[src/rtl/instr_fetch_unit.sv]
// Program counter and fetch sequencer for the 8-bit instruction memory.
// Optional accepted-instruction counter (fetch_count) enabled by FETCH_PERF_EN.
module instr_fetch_unit #(
    parameter logic [7:0] RESET_PC    = 8'h00,
    parameter logic [7:0] HALT_OPCODE = 8'hFF,
    parameter int         OPERAND_BIT = 7
) (
    input  logic       clk,
    input  logic       rst_n,
    output logic       imem_read,
    output logic [7:0] imem_addr,
    input  logic [7:0] imem_data,
    output logic       instr_valid,
    input  logic       instr_ready,
    output logic [7:0] instr_opcode,
    output logic [7:0] instr_operand,
    output logic [7:0] instr_pc,
    input  logic       branch_taken,
    input  logic [7:0] branch_target,
    output logic       halted
`ifdef FETCH_PERF_EN
    ,
    output logic [15:0] fetch_count
`endif
);

    // state     | meaning
    // FETCH_OP  | read opcode byte at pc
    // FETCH_ARG | read operand byte at pc
    // HOLD      | instruction presented, waiting for decoder accept
    // HALTED    | HALT delivered, fetch stopped until a branch
    typedef enum logic [1:0] {
        FETCH_OP  = 2'd0,
        FETCH_ARG = 2'd1,
        HOLD      = 2'd2,
        HALTED    = 2'd3
    } state_t;

    state_t     state_q, state_d;
    logic [7:0] pc_q, pc_d;
    logic [7:0] opcode_q, opcode_d;
    logic [7:0] operand_q, operand_d;
    logic [7:0] ipc_q, ipc_d;
    logic       accept;

    assign accept = (state_q == HOLD) && instr_ready;

    always_ff @(posedge clk or negedge rst_n) begin
        if (!rst_n) begin
            state_q   <= FETCH_OP;
            pc_q      <= RESET_PC;
            opcode_q  <= 8'h00;
            operand_q <= 8'h00;
            ipc_q     <= 8'h00;
        end else begin
            state_q   <= state_d;
            pc_q      <= pc_d;
            opcode_q  <= opcode_d;
            operand_q <= operand_d;
            ipc_q     <= ipc_d;
        end
    end

    always_comb begin
        state_d   = state_q;
        pc_d      = pc_q;
        opcode_d  = opcode_q;
        operand_d = operand_q;
        ipc_d     = ipc_q;
        case (state_q)
            FETCH_OP: begin
                opcode_d = imem_data;
                ipc_d    = pc_q;
                pc_d     = pc_q + 8'd1;
                if (imem_data[OPERAND_BIT]) begin
                    state_d = FETCH_ARG;
                end else begin
                    operand_d = 8'h00;
                    state_d   = HOLD;
                end
            end
            FETCH_ARG: begin
                operand_d = imem_data;
                pc_d      = pc_q + 8'd1;
                state_d   = HOLD;
            end
            HOLD: begin
                if (accept) begin
                    state_d = (opcode_q == HALT_OPCODE) ? HALTED : FETCH_OP;
                end
            end
            HALTED: begin
                state_d = HALTED;
            end
            default: state_d = FETCH_OP;
        endcase
        // Redirect wins over everything; an accept in the same cycle still completes.
        if (branch_taken) begin
            pc_d    = branch_target;
            state_d = FETCH_OP;
        end
    end

    assign imem_addr     = pc_q;
    assign imem_read     = (state_q == FETCH_OP) || (state_q == FETCH_ARG);
    assign instr_valid   = (state_q == HOLD);
    assign halted        = (state_q == HALTED);
    assign instr_opcode  = opcode_q;
    assign instr_operand = operand_q;
    assign instr_pc      = ipc_q;

`ifdef FETCH_PERF_EN
    logic [15:0] count_q, count_d;

    always_comb begin
        count_d = count_q;
        if (accept && (count_q != 16'hFFFF)) begin
            count_d = count_q + 16'd1;
        end
    end

    always_ff @(posedge clk or negedge rst_n) begin
        if (!rst_n) begin
            count_q <= 16'h0000;
        end else begin
            count_q <= count_d;
        end
    end

    assign fetch_count = count_q;
`endif

endmodule

[config.mk]
export PLATFORM = sky130hd
export DESIGN_NAME = instr_fetch_unit
export DESIGN_NICKNAME = d
export VERILOG_FILES = /design/src/rtl/instr_fetch_unit.sv
export SDC_FILE = /design/constraint.sdc
export NUM_CORES = 1
export LEC_CHECK = 0
export ABC_AREA = 1
export BUFFER_PORTS_ARGS = -buffer_cell sky130_fd_sc_hd__buf_4
export CORE_MARGIN = 2
export CORE_UTILIZATION = 44
export DETAILED_ROUTE_END_ITERATION = 12
export PLACE_DENSITY = 0.74
export SYNTH_ARGS = -nofsm -noshare
export SYNTH_HDL_FRONTEND = slang
export SYNTH_SLANG_ARGS = --single-unit
[constraint.sdc]
create_clock -name clk -period 0.9 [get_ports clk]
set_input_delay 0.09 -clock clk [delete_from_list [all_inputs] [get_ports clk]]
set_output_delay 0.09 -clock clk [all_outputs]
set_load 0.01 [all_outputs]
Word-level counts from Yosys, hierarchy flattened
Index checks and enable logic that the tools add are counted.

Add/subtract/negate cells: 1. Multiplexer cells: 9. Reduce and logical (&&, ||, !) cells: 7. Equal/unequal tests: 6.

Operator list (number): two-way mux 8 bit (3); case mux 8 bit (2 select lines) (1); adder 8 x 1 -> 8 bit (second input constant) (1); == test 8 bit (second input constant) (1); two-way mux 2 bit (4); case mux 2 bit (4 select lines) (1); == test 2 bit (second input constant) (2); nonzero test 2 bit (2); != test 3 x 1 -> 1 bit (second input constant) (1); == test 2 x 1 -> 1 bit (second input constant) (1); zero test 2 bit (1); != test 2 bit (second input constant) (1); AND reduction 2 bit (1); OR reduction 2 bit (1); logical AND 1 bit (1); logical OR 1 bit (1).

Word-level logic and storage cells: 28. Input port bits: 20. Bits in registers: 34. Output and inout port bits: 35.

Logic depth before layout (Yosys ltp)
Depth after elaboration: 5. Depth in mapped cells: 6. Gate-level depth less buffers: 6.

Worst setup path after synthesis
OpenSTA, ideal clock, no wires.

Path type: register to register. From: register pc_q[1], in the netlist imem_addr[1]. To: register pc_q[6], in the netlist imem_addr[6]. Clock period less this slack: 1123 ps. Setup slack: -223 ps. Path buffers: 0. Arrival time: 1006 ps. Stages on the path, launching flop included: 7. Data required time: 782 ps. Library setup time: 118 ps. Cells stage by stage: dfrtp_1 -> ha_1 -> nand3_1 -> nor2_1 -> nand2_1 -> nand3_1 -> nand2_1.

Longest elaborated chain between the ends: 3.

RTL lines: start: declaration (RTL line 40) `logic [7:0] pc_q, pc_d;`; start signal: assignment (RTL line 57) `pc_q <= pc_d;`; adder 8 x 1 -> 8 bit (RTL line 74, 84); two-way mux 8 bit; two-way mux 8 bit (RTL line 98) `if (branch_taken) begin`.

Every way passes these cells. The select of a mux whose other input is x is not followed. A chain may end at the register's enable or synchronous reset.

Worst setup path in the final report
From: register pc_q[0], in the netlist imem_addr[0]. To: register pc_q[6], in the netlist imem_addr[6].

The elaborated chain is that of the path after synthesis.

==> summary.md <==
| Metric | Value |
|---|---|
| Synth Warn # | 0 |
| Clock skew | 5.21 ps |
| Sw power | 2.52 mW |
| Failing checks | negative setup slack |
| Crit path arrival time | 1640 ps |
| Largest net degree at the start of global routing | 35 |
| Setup WS post-layout | -457 ps |
| Pwr dens | 2410 mW/mm2 |
| Combinational power share | 53.6% |
| Setup CP Type | reg2reg |
| CTS max path bufs | 2 |
| Total CTS buffers | 5 |
| Int Pwr | 4.34 mW |
| RD Place Congestion | 0.792 |
| Yosys cell types | 18 |
| Sequential share of the synthesized area | 55.8% |
| Row cnt | 21 |
| Layout cells sized above 1 | 49.7% |
| Max rail drop VDD | 1.36 mV |
| Reg clk slew, reported paths | 100 ps |
| Number of global-route vias before repair | 1719 |
| Clk sink count | 34 |
| Die extent in y | between 60 and 70 um |
| Tot GR Track Use | 27.2% |
| Fin. Hold Viols | 0 |
| Max Slew Vio Count | 0 |
| Die area | between 0.003 and 0.004 mm2 |
| Placeable Area | 0.00334 mm2 |
| Starting density of the core | 45.7% |
| Register area | 858 um2 |
| Setup Viol. Count Final | 69 |
| Fin crit share | 151% |
| Die width | about 63 um |
| RSZ-0062 raised after global routing | yes |
| Nets | 329 |
| Most instantiated cells after synthesis | nand2_1 (66), dfrtp_1 (34), inv_1 (23), o21ai_0 (23), nand3_1 (12) |
| Inserted Diodes | 0 |
| Initial DRT Pass Iterations | 4 |
| Fill count | roughly 170 |
| Crit path capture type | flop |
| MaxCap Viol Count | 0 |
| Clock Power Share | between 10% and 20% |
| Switching portion of total power | 36.7% |
| Syn Inst Count | about 190 |
| Max_slew headroom | 71.5% |
| Placed wire-length estimate | about 2.6 mm |
| Syn nets | 209 |
| Area occupied by multi-input gates | 672 um2 |
| Crit start category | flop |
| Post-synth top area share | 55.8% |
| Gr ovfl total | 0 |
| Antenna violations before repair | 0 |
| Cell area after synthesis | 0.00153 mm2 |
| Top Ports | between 50 and 60 |
| Status | finished with violations |
| Asr flop ratio synth | 100% |
| Leading cell type by number of instances after synthesis | nand2_1 |
| Port Buffers | 54 |
| Drt via density | 5.06 |
| Final WL | 5.48 mm |
| Required @ worst endpoint | 1180 ps |
| Reg power frac | 35.0% |
| P_leak | 1.47 nW |
| EDFF count, synth | 0 |
| Synthesized flop and latch total | 34 |
| Most used flip-flop cell after synthesis | dfrtp_1 |
| Worst-margin pin slew | between 400 and 500 ps |
| Routed wire per std cell | approximately 15 um |
| Area contributors post-synth | dfrtp_1 (56%), nand2_1 (16%), o21ai_0 (7.5%) |
| Vias | 1791 |
| Worst-Skew Late Latency | approximately 340 ps |
| Number of routed nets with antenna violations | 0 |
| Layout area overhead | 86.3% |
| Hold WC Path Type | in2reg |
| Avg Inst Size Synth | 8.11 um2 |
| CTS tree | built |
| Setup TNS Final | -12220 ps |
| Minimum clock period | 1360 ps |
| First-pass GRT wire length | 8.11 mm |
| Clock root cell | clkbuf_4 |
| Crit Path Max Fanout | 3 |
| Pre-CTS setup slack | -232 ps |
| H-tree depth | 2 |
| Highest clock rate | 0.737 GHz |
| DRT iter0 DRCs | 96 |
| Drt drc | 0 |
| Synth area leader | dfrtp_1 |
## repair_timing
| action | 4_1_cts | 5_1_grt |
|---|---|---|
| hold endpoints to repair | 40 | 0 |
| resized for setup | 63 | 24 |
| pin swaps | 11 | 10 |
| setup endpoints to repair | 69 | 69 |
| hold buffers | 7 | 0 |
| setup buffers | 28 | 9 |
## final timing paths
path | start | to | slack, ps | cells after the start
worst max-delay path | imem_addr[0]$_DFFE_PN0P_ | imem_addr[6]$_DFFE_PN0P_ | -460 | 6
worst min-delay path | imem_data[2] | instr_opcode[2]$_DFFE_PN0P_ | 9 | 3
worst max register to register | imem_addr[0]$_DFFE_PN0P_ | imem_addr[6]$_DFFE_PN0P_ | -460 | 6
worst min register to register | instr_operand[3]$_DFFE_PN0P_ | instr_operand[3]$_DFFE_PN0P_ | 520 | 2
max in group asynchronous | rst_n | state_q[1]$_DFFE_PN0P_ | 350 | 2
min in group asynchronous | rst_n | imem_addr[7]$_DFFE_PN0P_ | 220 | 2
## metal layers
layer / share of wire, % / global-route usage, % / up-vias / wire length, um
met3: 5.5 / 5.23 / 30 / 303
met2: 52 / 46.9 / 79 / 2870
met5: 0 / 0 / - / 0
met1: 38 / 32.1 / 853 / 2080
li1: - / - / 829 / -
met4: 4.1 / 13.6 / 0 / 225
## layout make-up
type | count | area share (%)
inverters | 25 | 3.48
clock inverters | 2 | 0.352
repair buffers | 117 | 39.0
flip-flops and latches | 34 | 30.2
multi-input cells | 125 | 23.6
well taps | 46 | 2.03
clock buffers | 5 | 1.32
## worst max-delay path: stages, from the launching register on
cell and delay, ps:
dfrtp_2 430, buf_12 110, ha_4 170, nand3_4 90
o21ai_0 270, nand3_1 140, nand2_1 90
## stage by stage
step	std cells	power (mW)	hold WS, ps	util (%)	area [um2]
6_report	354	6.85	8.70	85.2	2840
5_1_grt	354	7.25	6.90	85.2	2840
4_1_cts	345	6.38	2.10	80.7	2690
3_5_place_dp	303	4.60	58.1	63.9	2130
3_3_place_gp	303	4.55	55.0	63.9	2130
2_1_floorplan	188	3.40	-206	-	1570
## cell families (layout without fill, tap and decap cells)
kind of cell / Yosys count / count (layout) / share of synthesized area, %
DFF: 34 / 34 / 55.8
adders and majority gates: 1 / 1 / 0.820
and+or+nand+nor: 92 / 92 / 24.6
AOI/OAI and AO/OA: 31 / 31 / 10.3
xor gates and xnor gates: 1 / 1 / 0.574
buffers and inverters: 29 / 149 / 7.87
## layout by cell type, fill, tap and decap left out
cell           synthesis  routed
a21oi_1                4       4
buf_12                 0       1
buf_4                  0      56
buf_6                  1      53
clkbuf_4               0       5
clkinv_2               0       2
dfrtp_1               34      28
dfrtp_2                0       6
dlygate4sd3_1          0       7
ha_4                   0       1
inv_1                 23      19
inv_2                  2       4
inv_4                  0       2
nand2_1               66      56
nand2_2                1       7
nand2_4                0       4
nand3_1               12       8
nand3_2                0       3
nand3_4                0       1
nand4_1                1       1
nor2_1                10       6
nor2_2                 1       2
nor2_4                 1       4
o211ai_1               1       1
o21ai_0               23       7
o21ai_1                3      17
o21ai_2                0       2
xor2_1                 1       1
## power groups by stage
stage / sequential (mW) / clock, mW / combinational (mW)
3_5_place_dp: 2.38 / 0 / 2.22
3_3_place_gp: 2.37 / 0 / 2.19
4_1_cts: 2.35 / 0.786 / 3.24
5_1_grt: 2.45 / 0.887 / 3.91
2_1_floorplan: 2.55 / 0 / 0.846
6_report: 2.40 / 0.786 / 3.67
## sequential cells by signal, indices dropped and copies added, names as in the netlist
name	cells
imem_addr	8
instr_opcode	8
instr_operand	8
instr_pc	8
state_q	2
Note: power is estimated with default switching activity, not from simulation.
